### src/rtl/riscv_core_trap_pkg.sv
// Shared types and constants for the M-mode trap/return sequencer.
// CSR addresses, cause codes and mstatus field positions live here.
package riscv_core_trap_pkg;

  typedef enum logic [2:0] {
    S_IDLE,
    S_W_EPC,
    S_W_CAUSE,
    S_W_TVAL,
    S_W_STATUS,
    S_W_RESTORE,
    S_REDIRECT
  } trap_state_e;

  localparam logic [11:0] CSR_MSTATUS = 12'h300;
  localparam logic [11:0] CSR_MEPC    = 12'h341;
  localparam logic [11:0] CSR_MCAUSE  = 12'h342;
  localparam logic [11:0] CSR_MTVAL   = 12'h343;

  localparam logic [4:0] CAUSE_MSI     = 5'd3;
  localparam logic [4:0] CAUSE_MTI     = 5'd7;
  localparam logic [4:0] CAUSE_MEI     = 5'd11;
  localparam logic [4:0] CAUSE_ILLEGAL = 5'd2;
  localparam logic [4:0] CAUSE_BREAK   = 5'd3;
  localparam logic [4:0] CAUSE_ECALL   = 5'd11;

  localparam int MIE_BIT  = 3;
  localparam int MPIE_BIT = 7;
  localparam int MPP_LO   = 11;
  localparam int MPP_HI   = 12;

endpackage

### src/rtl/riscv_core_trap_sequencer_if.sv
// Commit-side bundle between the core and the trap sequencer.
// master = core/pipeline side, slave = sequencer.
interface riscv_core_trap_sequencer_if #(
  parameter int XLEN = 64
);
  logic            i_trap_commit_valid;
  logic [XLEN-1:0] i_trap_pc;
  logic [31:0]     i_trap_instr;
  logic            i_trap_ecall;
  logic            i_trap_ebreak;
  logic            i_trap_mret;
  logic            i_trap_illegal;
  logic [XLEN-1:0] i_trap_mstatus;
  logic [XLEN-1:0] i_trap_mie;
  logic [XLEN-1:0] i_trap_mip;
  logic [XLEN-1:0] i_trap_mtvec;
  logic [XLEN-1:0] i_trap_mepc;
  logic            o_trap_csr_we;
  logic [11:0]     o_trap_csr_waddr;
  logic [XLEN-1:0] o_trap_csr_wdata;
  logic            o_trap_stall;
  logic            o_trap_flush;
  logic            o_trap_redirect_valid;
  logic [XLEN-1:0] o_trap_redirect_pc;
  logic            i_trap_redirect_ready;

  modport master (
    output i_trap_commit_valid, i_trap_pc, i_trap_instr,
    output i_trap_ecall, i_trap_ebreak, i_trap_mret,
    output i_trap_illegal, i_trap_mstatus, i_trap_mie,
    output i_trap_mip, i_trap_mtvec, i_trap_mepc,
    output i_trap_redirect_ready,
    input  o_trap_csr_we, o_trap_csr_waddr, o_trap_csr_wdata,
    input  o_trap_stall, o_trap_flush,
    input  o_trap_redirect_valid, o_trap_redirect_pc
  );

  modport slave (
    input  i_trap_commit_valid, i_trap_pc, i_trap_instr,
    input  i_trap_ecall, i_trap_ebreak, i_trap_mret,
    input  i_trap_illegal, i_trap_mstatus, i_trap_mie,
    input  i_trap_mip, i_trap_mtvec, i_trap_mepc,
    input  i_trap_redirect_ready,
    output o_trap_csr_we, o_trap_csr_waddr, o_trap_csr_wdata,
    output o_trap_stall, o_trap_flush,
    output o_trap_redirect_valid, o_trap_redirect_pc
  );

endinterface

### src/rtl/riscv_core_trap_cause_sel.sv
// Commit-boundary event priority encoder: picks the winning event and
// computes its mcause, mtval and trap-vector target.
module riscv_core_trap_cause_sel
  import riscv_core_trap_pkg::*;
#(
  parameter int XLEN        = 64,
  parameter bit VECTORED_EN = 1'b1
) (
  input  logic            commit_valid,
  input  logic [XLEN-1:0] pc,
  input  logic [31:0]     instr,
  input  logic            ecall,
  input  logic            ebreak,
  input  logic            mret,
  input  logic            illegal,
  input  logic [XLEN-1:0] mstatus,
  input  logic [XLEN-1:0] mie,
  input  logic [XLEN-1:0] mip,
  input  logic [XLEN-1:0] mtvec,
  output logic            take,
  output logic            is_mret,
  output logic [XLEN-1:0] cause,
  output logic [XLEN-1:0] tval,
  output logic [XLEN-1:0] target
);

  logic [XLEN-1:0] pend;
  logic [XLEN-1:0] base;
  logic [4:0]      code;
  logic            irq;
  logic            sel_irq, sel_brk, sel_ill;
  logic            sel_ecl, sel_mrt;

  assign pend = mip & mie;
  assign irq  = mstatus[MIE_BIT] & (|pend);

  // one-hot masks so the decoder below never sees overlap
  assign sel_irq = commit_valid & irq;
  assign sel_brk = commit_valid & ~irq & ebreak;
  assign sel_ill = commit_valid & ~irq & ~ebreak & illegal;
  assign sel_ecl = commit_valid & ~irq & ~ebreak
                 & ~illegal & ecall;
  assign sel_mrt = commit_valid & ~irq & ~ebreak
                 & ~illegal & ~ecall & mret;

  assign take    = sel_irq | sel_brk | sel_ill
                 | sel_ecl | sel_mrt;
  assign is_mret = sel_mrt;

  always_comb begin
    code = '0;
    tval = '0;
    unique case (1'b1)
      sel_irq: code = pend[11] ? CAUSE_MEI
                    : pend[3]  ? CAUSE_MSI
                    : CAUSE_MTI;
      sel_brk: begin
        code = CAUSE_BREAK;
        tval = pc;
      end
      sel_ill: begin
        code = CAUSE_ILLEGAL;
        tval = {{(XLEN-32){1'b0}}, instr};
      end
      sel_ecl: code = CAUSE_ECALL;
      default: ;
    endcase
  end

  assign cause = {sel_irq, {(XLEN-6){1'b0}}, code};
  assign base  = {mtvec[XLEN-1:2], 2'b00};

  always_comb begin
    target = base;
    if (VECTORED_EN && mtvec[1:0] == 2'b01 && sel_irq)
      target = base + {{(XLEN-7){1'b0}}, code, 2'b00};
  end

endmodule

### src/rtl/riscv_core_trap_sequencer.sv
// M-mode trap/mret sequencer: stalls and flushes the pipe, streams the
// CSR updates through one write port, then redirects fetch.
module riscv_core_trap_sequencer
  import riscv_core_trap_pkg::*;
#(
  parameter int XLEN        = 64,
  parameter bit VECTORED_EN = 1'b1
) (
  input logic i_trap_clk,
  input logic i_trap_rst_n,
  riscv_core_trap_sequencer_if.slave bus
);

  trap_state_e     state, state_nxt;
  logic            take, is_mret, accept;
  logic [XLEN-1:0] cause, tval, target;
  logic [XLEN-1:0] pc_q, cause_q, tval_q, tgt_q;
  logic [XLEN-1:0] ms;
  logic            we;
  logic [11:0]     waddr;
  logic [XLEN-1:0] wdata;
  logic            rvalid;
  logic [XLEN-1:0] rpc;

  riscv_core_trap_cause_sel #(
    .XLEN        (XLEN),
    .VECTORED_EN (VECTORED_EN)
  ) u_cause_sel (
    .commit_valid (bus.i_trap_commit_valid),
    .pc           (bus.i_trap_pc),
    .instr        (bus.i_trap_instr),
    .ecall        (bus.i_trap_ecall),
    .ebreak       (bus.i_trap_ebreak),
    .mret         (bus.i_trap_mret),
    .illegal      (bus.i_trap_illegal),
    .mstatus      (bus.i_trap_mstatus),
    .mie          (bus.i_trap_mie),
    .mip          (bus.i_trap_mip),
    .mtvec        (bus.i_trap_mtvec),
    .take         (take),
    .is_mret      (is_mret),
    .cause        (cause),
    .tval         (tval),
    .target       (target)
  );

  // gated by reset so flush/stall read 0 while reset is held
  assign accept = i_trap_rst_n & (state == S_IDLE) & take;

  always_ff @(posedge i_trap_clk or negedge i_trap_rst_n) begin
    if (!i_trap_rst_n) state <= S_IDLE;
    else               state <= state_nxt;
  end

  always_comb begin
    state_nxt = state;
    case (state)
      S_IDLE:
        if (accept) state_nxt = is_mret ? S_W_RESTORE : S_W_EPC;
      S_W_EPC:     state_nxt = S_W_CAUSE;
      S_W_CAUSE:   state_nxt = S_W_TVAL;
      S_W_TVAL:    state_nxt = S_W_STATUS;
      S_W_STATUS:  state_nxt = S_REDIRECT;
      S_W_RESTORE: state_nxt = S_REDIRECT;
      S_REDIRECT:
        if (bus.i_trap_redirect_ready) state_nxt = S_IDLE;
      default:     state_nxt = S_IDLE;
    endcase
  end

  always_ff @(posedge i_trap_clk or negedge i_trap_rst_n) begin
    if (!i_trap_rst_n) begin
      pc_q    <= '0;
      cause_q <= '0;
      tval_q  <= '0;
      tgt_q   <= '0;
    end else if (accept) begin
      pc_q    <= bus.i_trap_pc;
      cause_q <= cause;
      tval_q  <= tval;
      tgt_q   <= is_mret ? bus.i_trap_mepc : target;
    end
  end

  always_comb begin
    we     = 1'b0;
    waddr  = '0;
    wdata  = '0;
    rvalid = 1'b0;
    rpc    = '0;
    ms     = bus.i_trap_mstatus;
    case (state)
      S_W_EPC: begin
        we = 1'b1; waddr = CSR_MEPC; wdata = pc_q;
      end
      S_W_CAUSE: begin
        we = 1'b1; waddr = CSR_MCAUSE; wdata = cause_q;
      end
      S_W_TVAL: begin
        we = 1'b1; waddr = CSR_MTVAL; wdata = tval_q;
      end
      S_W_STATUS: begin
        ms[MPIE_BIT]       = bus.i_trap_mstatus[MIE_BIT];
        ms[MIE_BIT]        = 1'b0;
        ms[MPP_HI:MPP_LO]  = 2'b11;
        we = 1'b1; waddr = CSR_MSTATUS; wdata = ms;
      end
      S_W_RESTORE: begin
        ms[MIE_BIT]        = bus.i_trap_mstatus[MPIE_BIT];
        ms[MPIE_BIT]       = 1'b1;
        ms[MPP_HI:MPP_LO]  = 2'b11;
        we = 1'b1; waddr = CSR_MSTATUS; wdata = ms;
      end
      S_REDIRECT: begin
        rvalid = 1'b1; rpc = tgt_q;
      end
      default: ;
    endcase
  end

  assign bus.o_trap_csr_we         = we;
  assign bus.o_trap_csr_waddr      = waddr;
  assign bus.o_trap_csr_wdata      = wdata;
  assign bus.o_trap_redirect_valid = rvalid;
  assign bus.o_trap_redirect_pc    = rpc;
  assign bus.o_trap_flush          = accept;
  assign bus.o_trap_stall          = accept | (state != S_IDLE);

endmodule

### src/flat_wrapper.sv
// flat-port wrapper written by rule: the top's interface ports become plain ports
module riscv_core_trap_sequencer_flat import riscv_core_trap_pkg::*;
#(
  parameter int XLEN        = 64,
  parameter bit VECTORED_EN = 1'b1
)
  (i_trap_clk, i_trap_rst_n, bus_i_trap_commit_valid, bus_i_trap_pc, bus_i_trap_instr, bus_i_trap_ecall, bus_i_trap_ebreak, bus_i_trap_mret, bus_i_trap_illegal, bus_i_trap_mstatus, bus_i_trap_mie, bus_i_trap_mip, bus_i_trap_mtvec, bus_i_trap_mepc, bus_i_trap_redirect_ready, bus_o_trap_csr_we, bus_o_trap_csr_waddr, bus_o_trap_csr_wdata, bus_o_trap_stall, bus_o_trap_flush, bus_o_trap_redirect_valid, bus_o_trap_redirect_pc);
  riscv_core_trap_sequencer_if #(.XLEN(XLEN)) bus_i ();
  input logic i_trap_clk;
  input logic i_trap_rst_n;
  input wire logic [$bits(bus_i.i_trap_commit_valid)-1:0] bus_i_trap_commit_valid;
  input wire logic [$bits(bus_i.i_trap_pc)-1:0] bus_i_trap_pc;
  input wire logic [$bits(bus_i.i_trap_instr)-1:0] bus_i_trap_instr;
  input wire logic [$bits(bus_i.i_trap_ecall)-1:0] bus_i_trap_ecall;
  input wire logic [$bits(bus_i.i_trap_ebreak)-1:0] bus_i_trap_ebreak;
  input wire logic [$bits(bus_i.i_trap_mret)-1:0] bus_i_trap_mret;
  input wire logic [$bits(bus_i.i_trap_illegal)-1:0] bus_i_trap_illegal;
  input wire logic [$bits(bus_i.i_trap_mstatus)-1:0] bus_i_trap_mstatus;
  input wire logic [$bits(bus_i.i_trap_mie)-1:0] bus_i_trap_mie;
  input wire logic [$bits(bus_i.i_trap_mip)-1:0] bus_i_trap_mip;
  input wire logic [$bits(bus_i.i_trap_mtvec)-1:0] bus_i_trap_mtvec;
  input wire logic [$bits(bus_i.i_trap_mepc)-1:0] bus_i_trap_mepc;
  input wire logic [$bits(bus_i.i_trap_redirect_ready)-1:0] bus_i_trap_redirect_ready;
  output wire logic [$bits(bus_i.o_trap_csr_we)-1:0] bus_o_trap_csr_we;
  output wire logic [$bits(bus_i.o_trap_csr_waddr)-1:0] bus_o_trap_csr_waddr;
  output wire logic [$bits(bus_i.o_trap_csr_wdata)-1:0] bus_o_trap_csr_wdata;
  output wire logic [$bits(bus_i.o_trap_stall)-1:0] bus_o_trap_stall;
  output wire logic [$bits(bus_i.o_trap_flush)-1:0] bus_o_trap_flush;
  output wire logic [$bits(bus_i.o_trap_redirect_valid)-1:0] bus_o_trap_redirect_valid;
  output wire logic [$bits(bus_i.o_trap_redirect_pc)-1:0] bus_o_trap_redirect_pc;
  assign bus_i.i_trap_commit_valid = bus_i_trap_commit_valid;
  assign bus_i.i_trap_pc = bus_i_trap_pc;
  assign bus_i.i_trap_instr = bus_i_trap_instr;
  assign bus_i.i_trap_ecall = bus_i_trap_ecall;
  assign bus_i.i_trap_ebreak = bus_i_trap_ebreak;
  assign bus_i.i_trap_mret = bus_i_trap_mret;
  assign bus_i.i_trap_illegal = bus_i_trap_illegal;
  assign bus_i.i_trap_mstatus = bus_i_trap_mstatus;
  assign bus_i.i_trap_mie = bus_i_trap_mie;
  assign bus_i.i_trap_mip = bus_i_trap_mip;
  assign bus_i.i_trap_mtvec = bus_i_trap_mtvec;
  assign bus_i.i_trap_mepc = bus_i_trap_mepc;
  assign bus_i.i_trap_redirect_ready = bus_i_trap_redirect_ready;
  assign bus_o_trap_csr_we = bus_i.o_trap_csr_we;
  assign bus_o_trap_csr_waddr = bus_i.o_trap_csr_waddr;
  assign bus_o_trap_csr_wdata = bus_i.o_trap_csr_wdata;
  assign bus_o_trap_stall = bus_i.o_trap_stall;
  assign bus_o_trap_flush = bus_i.o_trap_flush;
  assign bus_o_trap_redirect_valid = bus_i.o_trap_redirect_valid;
  assign bus_o_trap_redirect_pc = bus_i.o_trap_redirect_pc;
  riscv_core_trap_sequencer #(.XLEN(XLEN), .VECTORED_EN(VECTORED_EN)) u_core (.i_trap_clk(i_trap_clk), .i_trap_rst_n(i_trap_rst_n), .bus(bus_i));
endmodule
### config.mk
export PLATFORM = sky130hd
export DESIGN_NAME = riscv_core_trap_sequencer_flat
export DESIGN_NICKNAME = d
export VERILOG_FILES = /design/src/rtl/riscv_core_trap_pkg.sv /design/src/rtl/riscv_core_trap_sequencer_if.sv /design/src/rtl/riscv_core_trap_cause_sel.sv /design/src/rtl/riscv_core_trap_sequencer.sv /design/src/flat_wrapper.sv
export SDC_FILE = /design/constraint.sdc
export NUM_CORES = 1
export LEC_CHECK = 0
export BUFFER_PORTS_ARGS = -buffer_cell sky130_fd_sc_hd__buf_2
export CAP_MARGIN = 10
export CORE_AREA = 5 5 218 220
export CTS_BUF_LIST = sky130_fd_sc_hd__clkbuf_4
export CTS_CLUSTER_SIZE = 8
export DETAILED_ROUTE_END_ITERATION = 8
export DIE_AREA = 0 0 223 225
export MAX_ROUTING_LAYER = met4
export PLACE_DENSITY = 0.52
export SLEW_MARGIN = 20
export SYNTH_ARGS = -nofsm -noshare
export SYNTH_HDL_FRONTEND = slang
export SYNTH_SLANG_ARGS = --single-unit
export TNS_END_PERCENT = 1
### constraint.sdc
create_clock -name i_trap_clk -period 6.65 [get_ports i_trap_clk]
set_input_delay 1.33 -clock i_trap_clk [delete_from_list [all_inputs] [get_ports i_trap_clk]]
set_output_delay 1.33 -clock i_trap_clk [all_outputs]
set_load 0.005 [all_outputs]
# Word-level counts from Yosys, hierarchy flattened
# Index checks and enable logic that the tools add are counted.
# word_totals
register_bits	201
latch_bits	0
ram_bits	0
rom_bits	0
in_bits	424
output_inout_bits	144
memories	0
# op_classes
addsub	1
n_mul	0
div	0
order_cmp	0
eq_ne	9
shifts	0
n_mux	15
bitwise_logic	22
n_reduce_logical	7
# ops
operator	n
$pmux W64 S5	1
$mux W64	3
$pmux W64 S2	1
$add A64 B6 Y64	1
$and A64 B64 Y64	1
$reduce_or A64 Y1	1
$pmux W10 S4	1
$pmux W3 S6	1
$pmux W4 S4	1
$and A1 B1 Y1	12
$mux W3	4
$eq A3 B3 Y1 const B	3
$eq A3 B2 Y1 const B	2
$or A1 B1 Y1	5
$reduce_or A5 Y1	1
$mux W4	1
$not A1 Y1	4
$eq A3 B1 Y1 const B	1
$logic_not A3 Y1	1
$reduce_bool A3 Y1	1
$eq A2 B1 Y1 const B	1
$mux W1	2
$ne A2 B1 Y1 const B	1
$ne A2 B2 Y1 const B	1
3 further kinds	3

# Longest topological paths before layout
# depth
word_depth	13
mapped_depth	18
depth_no_buf	17

# Cells and area by module
# From an unflattened synthesis, not the netlist that was laid out.
# unflattened
hier_cells	1436
hier_area_um2	15787.6
# by_module_without_submodules
mod	instances	cells_per_inst	area_per_inst_um2	seq_area_each_um2
riscv_core_trap_sequencer	1	949	12705.9	6481.2
riscv_core_trap_cause_sel	1	487	3081.7	0.0

# Least setup slack after synthesis
# Ideal clock, no wire load.
# synth_path
path_type	input to register
start	input port bus_i_trap_mip[24]
end	register u_core.tgt_q[56]
setup_time_ns	0.082
t_arrival_ns	4.739
t_required_ns	6.568
path_slack_ns	1.829
path_stages	17
path_buffers	1
cell_sequence	a22o_1 a221oi_1 and4_1 and4_1 nor2_1 o31a_1 ha_1 inv_1 fa_1 and2b_1 o21ai_4 a21oi_4 nand3_2 or4_4 buf_6 or4_1 a31oi_1
# synth_via
elab_chain_cells	12
# synth_lines
element	line_no	text
start, declared	flat_wrapper.sv:20	input wire logic [$bits(bus_i.i_trap_mip)-1:0] bus_i_trap_mip;
$and A64 B64 Y64 (*)	riscv_core_trap_cause_sel.sv:34	assign pend = mip & mie;
$reduce_or A64 Y1 (*)	riscv_core_trap_cause_sel.sv:35	assign irq = mstatus[MIE_BIT] & (|pend);
$and A1 B1 Y1 (*)	riscv_core_trap_cause_sel.sv:35	
$not A1 Y1	riscv_core_trap_cause_sel.sv:39, riscv_core_trap_cause_sel.sv:40, riscv_core_trap_cause_sel.sv:41	
$and A1 B1 Y1	riscv_core_trap_cause_sel.sv:39, riscv_core_trap_cause_sel.sv:40, riscv_core_trap_cause_sel.sv:41	
$and A1 B1 Y1	riscv_core_trap_cause_sel.sv:40, riscv_core_trap_cause_sel.sv:41	
$and A1 B1 Y1 (2 in a row)	riscv_core_trap_cause_sel.sv:42	& ~illegal & ecall;
$pmux W4 S4 (*)	riscv_core_trap_cause_sel.sv:53	unique case (1'b1)
via u_core.cause[0]	riscv_core_trap_sequencer.sv:16	logic [XLEN-1:0] cause, tval, target;
$add A64 B6 Y64 (*)	riscv_core_trap_cause_sel.sv:76	target = base + {{(XLEN-7){1'b0}}, code, 2'b00};
$mux W64 (*)	riscv_core_trap_cause_sel.sv:75	if (VECTORED_EN && mtvec[1:0] == 2'b01 && sel_irq)
$mux W64 (*)	riscv_core_trap_sequencer.sv:81	tgt_q <= is_mret ? bus.i_trap_mepc : target;
end signal, assigned	riscv_core_trap_sequencer.sv:81	
end, declared	riscv_core_trap_sequencer.sv:17	logic [XLEN-1:0] pc_q, cause_q, tval_q, tgt_q;
# The timed path passes the listed nets; every way through them passes the cells marked *.
# A chain may end at the register's enable or synchronous reset.

# Worst setup path after layout
# layout_path
start	input port bus_i_trap_mip[37]
end	output port bus_o_trap_flush
# layout_via
elab_chain_cells	11
# layout_lines
element	line_no	text
$and A64 B64 Y64 (*)	riscv_core_trap_cause_sel.sv:34	
$reduce_or A64 Y1 (*)	riscv_core_trap_cause_sel.sv:35	
$and A1 B1 Y1 (*)	riscv_core_trap_cause_sel.sv:35	
$not A1 Y1	n/a	
$and A1 B1 Y1	n/a	
$and A1 B1 Y1, on equally long branches	n/a	
$or A1 B1 Y1, or another cell as far along (2 in a row)	riscv_core_trap_cause_sel.sv:46	assign take = sel_irq | sel_brk | sel_ill
$or A1 B1 Y1 / $and A1 B1 Y1 (equally long branches)	riscv_core_trap_cause_sel.sv:47, riscv_core_trap_cause_sel.sv:44	
$or A1 B1 Y1 (*)	riscv_core_trap_cause_sel.sv:47	| sel_ecl | sel_mrt;
$and A1 B1 Y1 (*)	riscv_core_trap_sequencer.sv:48	assign accept = i_trap_rst_n & (state == S_IDLE) & take;
end, declared	flat_wrapper.sv:28	output wire logic [$bits(bus_i.o_trap_flush)-1:0] bus_o_trap_flush;
# Mark *: on every way between the ends. The rest lies on a longest branch, timed or not.

==> flow_summary.json <==
{
  "clk_pin_slew_ns": 0.16,
  "die-height_um": 225,
  "max-clock-path-buffers": 2,
  "cts.sinks": 200,
  "synth_flop_cell": "dfrtp_1",
  "comb_power_share": 0.406,
  "layout-drive-gt1-share": 0.333,
  "r2r_slack_ns": 2.87,
  "yosysTopAreaCellShare": 0.425,
  "start_kind": "input port",
  "dp_hpwl_um": 39400,
  "cts-htree-levels": 4,
  "crit_chain": "buf_2 > a22oi_1 > nand4_1 > nor3_1 > nand4_2 > o21ai_4 > inv_4 > buf_2",
  "power_frac_clock": 0.162,
  "most-common-layout-cells": "buf_2 (557), nand2_1 (390), dfrtp_1 (198)",
  "worst_path_max_delay_cell": "nor3_1",
  "routabilityCongestion": 0.966,
  "wl_met2_um": 25700,
  "ys_ff_latch": 200,
  "leakage_nw": 7.52,
  "boundaryPins": 568,
  "rows": 78,
  "nets": 2370,
  "layout_worst_path_cycle_share": 0.760,
  "clock-root-buffer": "clkbuf_4",
  "p_per_area_nw_per_um2": 295,
  "via_per_inst": 5.03,
  "synthCells": 1448,
  "power_frac_seq": 0.432,
  "initial_core_util": 0.261,
  "cts_tree": "done",
  "synth_edf_count": 0,
  "r2r_end": "u_core.tval_q[20]$_DFFE_PN0P_",
  "r2r_start": "u_core.state[1]$_DFFE_PN0P_",
  "grt_max_degree": 173,
  "worst-setup-path-type": "input port to primary output",
  "fin_util": 0.343,
  "totalWireLength_um": 54100,
  "clock_latency_ns": 0.67,
  "antenna_found_initial": 21,
  "cts_buffers": 17,
  "die_w_um": 223,
  "ant_nets": 0,
  "worst-path-buf-inv": 3,
  "netlist_top_cells_area": "dfrtp_1 (42%), nand2_1 (12%), a22oi_1 (8.1%), o21ai_0 (7.8%), and2_1 (3.6%)",
  "worst_slew_pin_slew_ns": 1.04,
  "ctsHoldBuffers": 0,
  "hold_viol_final": 0,
  "power_w": 0.00456,
  "dieArea_um2": 50200,
  "cp_common_cell": "buf_2",
  "grt_usage": 0.211,
  "slew_headroom": 0.310,
  "multi_input_area_um2": 6280,
  "place.port_buffers": 558,
  "final_common_cell": "buf_2",
  "synth_area_per_cell_um2": 8.14,
  "grt_pass1_vias": 13030,
  "seq_area_frac_synth": 0.425,
  "rsz0062_at_grt": "false",
  "wire_per_inst_um": 21.0,
  "netlist_area_um2": 11800,
  "drt-pass1-iter-count": 5,
  "pre_cts_slack_ns": 0.943,
  "status": "finished, final reports clean",
  "max_stage_delay_ns": 0.52,
  "power_switching_w": 0.00190,
  "drc": 0,
  "grt_pass1_wl_um": 80200,
  "synthArstFlopShare": 1.00,
  "p_int_w": 0.00266,
  "top_layer_used": "met4",
  "routed-wl-met3_um": 4930,
  "hold_class": "flop to flop",
  "yosys.area.top_type": "dfrtp_1",
  "peakVddDrop_mv": 0.178,
  "period_minus_slack_ns": 5.05,
  "regArea_um2": 5010,
  "yosys_warnings": 0,
  "wl_met1_um": 22400,
  "worstPathRequired_ns": 5.32,
  "slew_violations": 0,
  "finalSetupViolCount": 0,
  "critPathArrivalTime_ns": 3.72,
  "dr_total_vias": 12943,
  "fin_skew_ns": 0.0235,
  "rr_worst_depth": 9,
  "area_growth_pct": 31.1,
  "fin_ws_ns": 1.60,
  "holdPathEnd": "u_core.pc_q[62]$_DFFE_PN0P_",
  "cp-end-kind": "primary output",
  "overflow": 0,
  "path_max_fanout": 58,
  "min_from": "u_core.pc_q[62]$_DFFE_PN0P_",
  "cts.repair.resized": 0,
  "drt_iter0_drc": 984,
  "ys_types": 72,
  "fmax_mhz": 198,
  "maxCapViolCount": 0,
  "critPathTopFamily": "simple AND/OR/NAND/NOR gates",
  "sw_frac_of_total": 0.417,
  "cts_setup_buffers": 0,
  "core_area_um2": 45100,
  "hold_depth": 2,
  "n_fill_cell": 4890,
  "setup_tns_ns": 0
}
[cells by family after synthesis]
family,Yosys count,share of synthesized area
other cells,1,0.000318
buf+inv,122,0.0463
flops,200,0.425
compound gates,420,0.223
xor+xnor,49,0.0364
simple gates,645,0.257
fa+ha+maj,5,0.00595
mux,6,0.00574
[sequential cells by signal, summed over array words and instances, names as in the netlist]
register	flops
u_core.cause_q	5
u_core.tval_q	64
u_core.state	3
u_core.pc_q	64
u_core.tgt_q	64
[cells in the mapped netlist, types with 3 or more instances]
| master | number |
|---|---|
| o22ai_1 | 23 |
| nor4_1 | 13 |
| buf_2 | 23 |
| nand3_1 | 28 |
| mux2_2 | 6 |
| or3_1 | 5 |
| and3_1 | 13 |
| nand4_2 | 3 |
| inv_1 | 12 |
| nor3_1 | 19 |
| o21ai_1 | 9 |
| buf_1 | 4 |
| nand4_1 | 16 |
| buf_4 | 9 |
| a31oi_1 | 7 |
| dfrtp_1 | 200 |
| a22o_1 | 8 |
| a221oi_1 | 5 |
| clkbuf_1 | 71 |
| nand2_1 | 390 |
| xnor2_1 | 24 |
| a21o_1 | 4 |
| nor2_1 | 45 |
| nor2b_1 | 8 |
| a211oi_1 | 8 |
| and2_1 | 68 |
| o21ai_0 | 184 |
| and2_2 | 3 |
| ha_1 | 4 |
| and4_1 | 4 |
| a21oi_1 | 28 |
| nor3b_1 | 3 |
| xor2_1 | 25 |
| a22oi_1 | 127 |
[through the flow]
stage	cell area (um^2)	std cells	hold slack, ns
floorplan	11800	1454	0.440
global placement	15100	2522	0.455
detailed placement	15100	2522	0.458
CTS	15400	2554	0.441
global route	15400	2575	0.439
finish	15400	2575	0.497
[power by group through the flow]
stage               registers (W)  logic, W  clock network [W]
floorplan                 0.00191   0.00109                  0
global placement          0.00199   0.00185                  0
detailed placement        0.00200   0.00188                  0
CTS                       0.00197   0.00189           0.000781
global route              0.00203   0.00208           0.000823
finish                    0.00197   0.00185           0.000737
[worst reg2reg max path, cell delays in order, from the launching register on]
cell and delay [ns]:
dfrtp_2 0.45, nor3_2 0.51, and3_1 0.43, o41a_1 0.26, o21ai_4 0.10, inv_4 0.57
buf_4 0.74, nand2_1 0.11, buf_4 0.28, o21ai_0 0.26
[layer usage]
layer | track usage | up-vias
li1 | - | 6083
met1 | 0.262 | 6248
met2 | 0.337 | 564
met3 | 0.0672 | 48
met4 | 0.0524 | 0
met5 | - | -
[final cells by class]
class | count | share of cell area
Multi-Input combinational cell | 1132 | 0.407
Sequential cell | 200 | 0.324
Timing Repair Buffer | 578 | 0.193
Tap cell | 600 | 0.0486
Clock inverter | 15 | 0.0127
Clock buffer | 17 | 0.00826
Antenna cell | 21 | 0.00340
Inverter | 12 | 0.00308
[how the worst max path moves through the flow]
stage | end | from | cells after the start
floorplan | u_core.tgt_q[56]$_DFFE_PN0P_ | bus_i_trap_mip[24] | 17
global placement | u_core.tgt_q[61]$_DFFE_PN0P_ | bus_i_trap_mip[37] | 16
detailed placement | u_core.tgt_q[42]$_DFFE_PN0P_ | bus_i_trap_mip[11] | 19
CTS | bus_o_trap_flush | bus_i_trap_mip[0] | 8
global route | u_core.tgt_q[61]$_DFFE_PN0P_ | bus_i_trap_mip[37] | 16
finish | bus_o_trap_flush | bus_i_trap_mip[37] | 8
No activity file was read; power rests on OpenSTA's default activity.
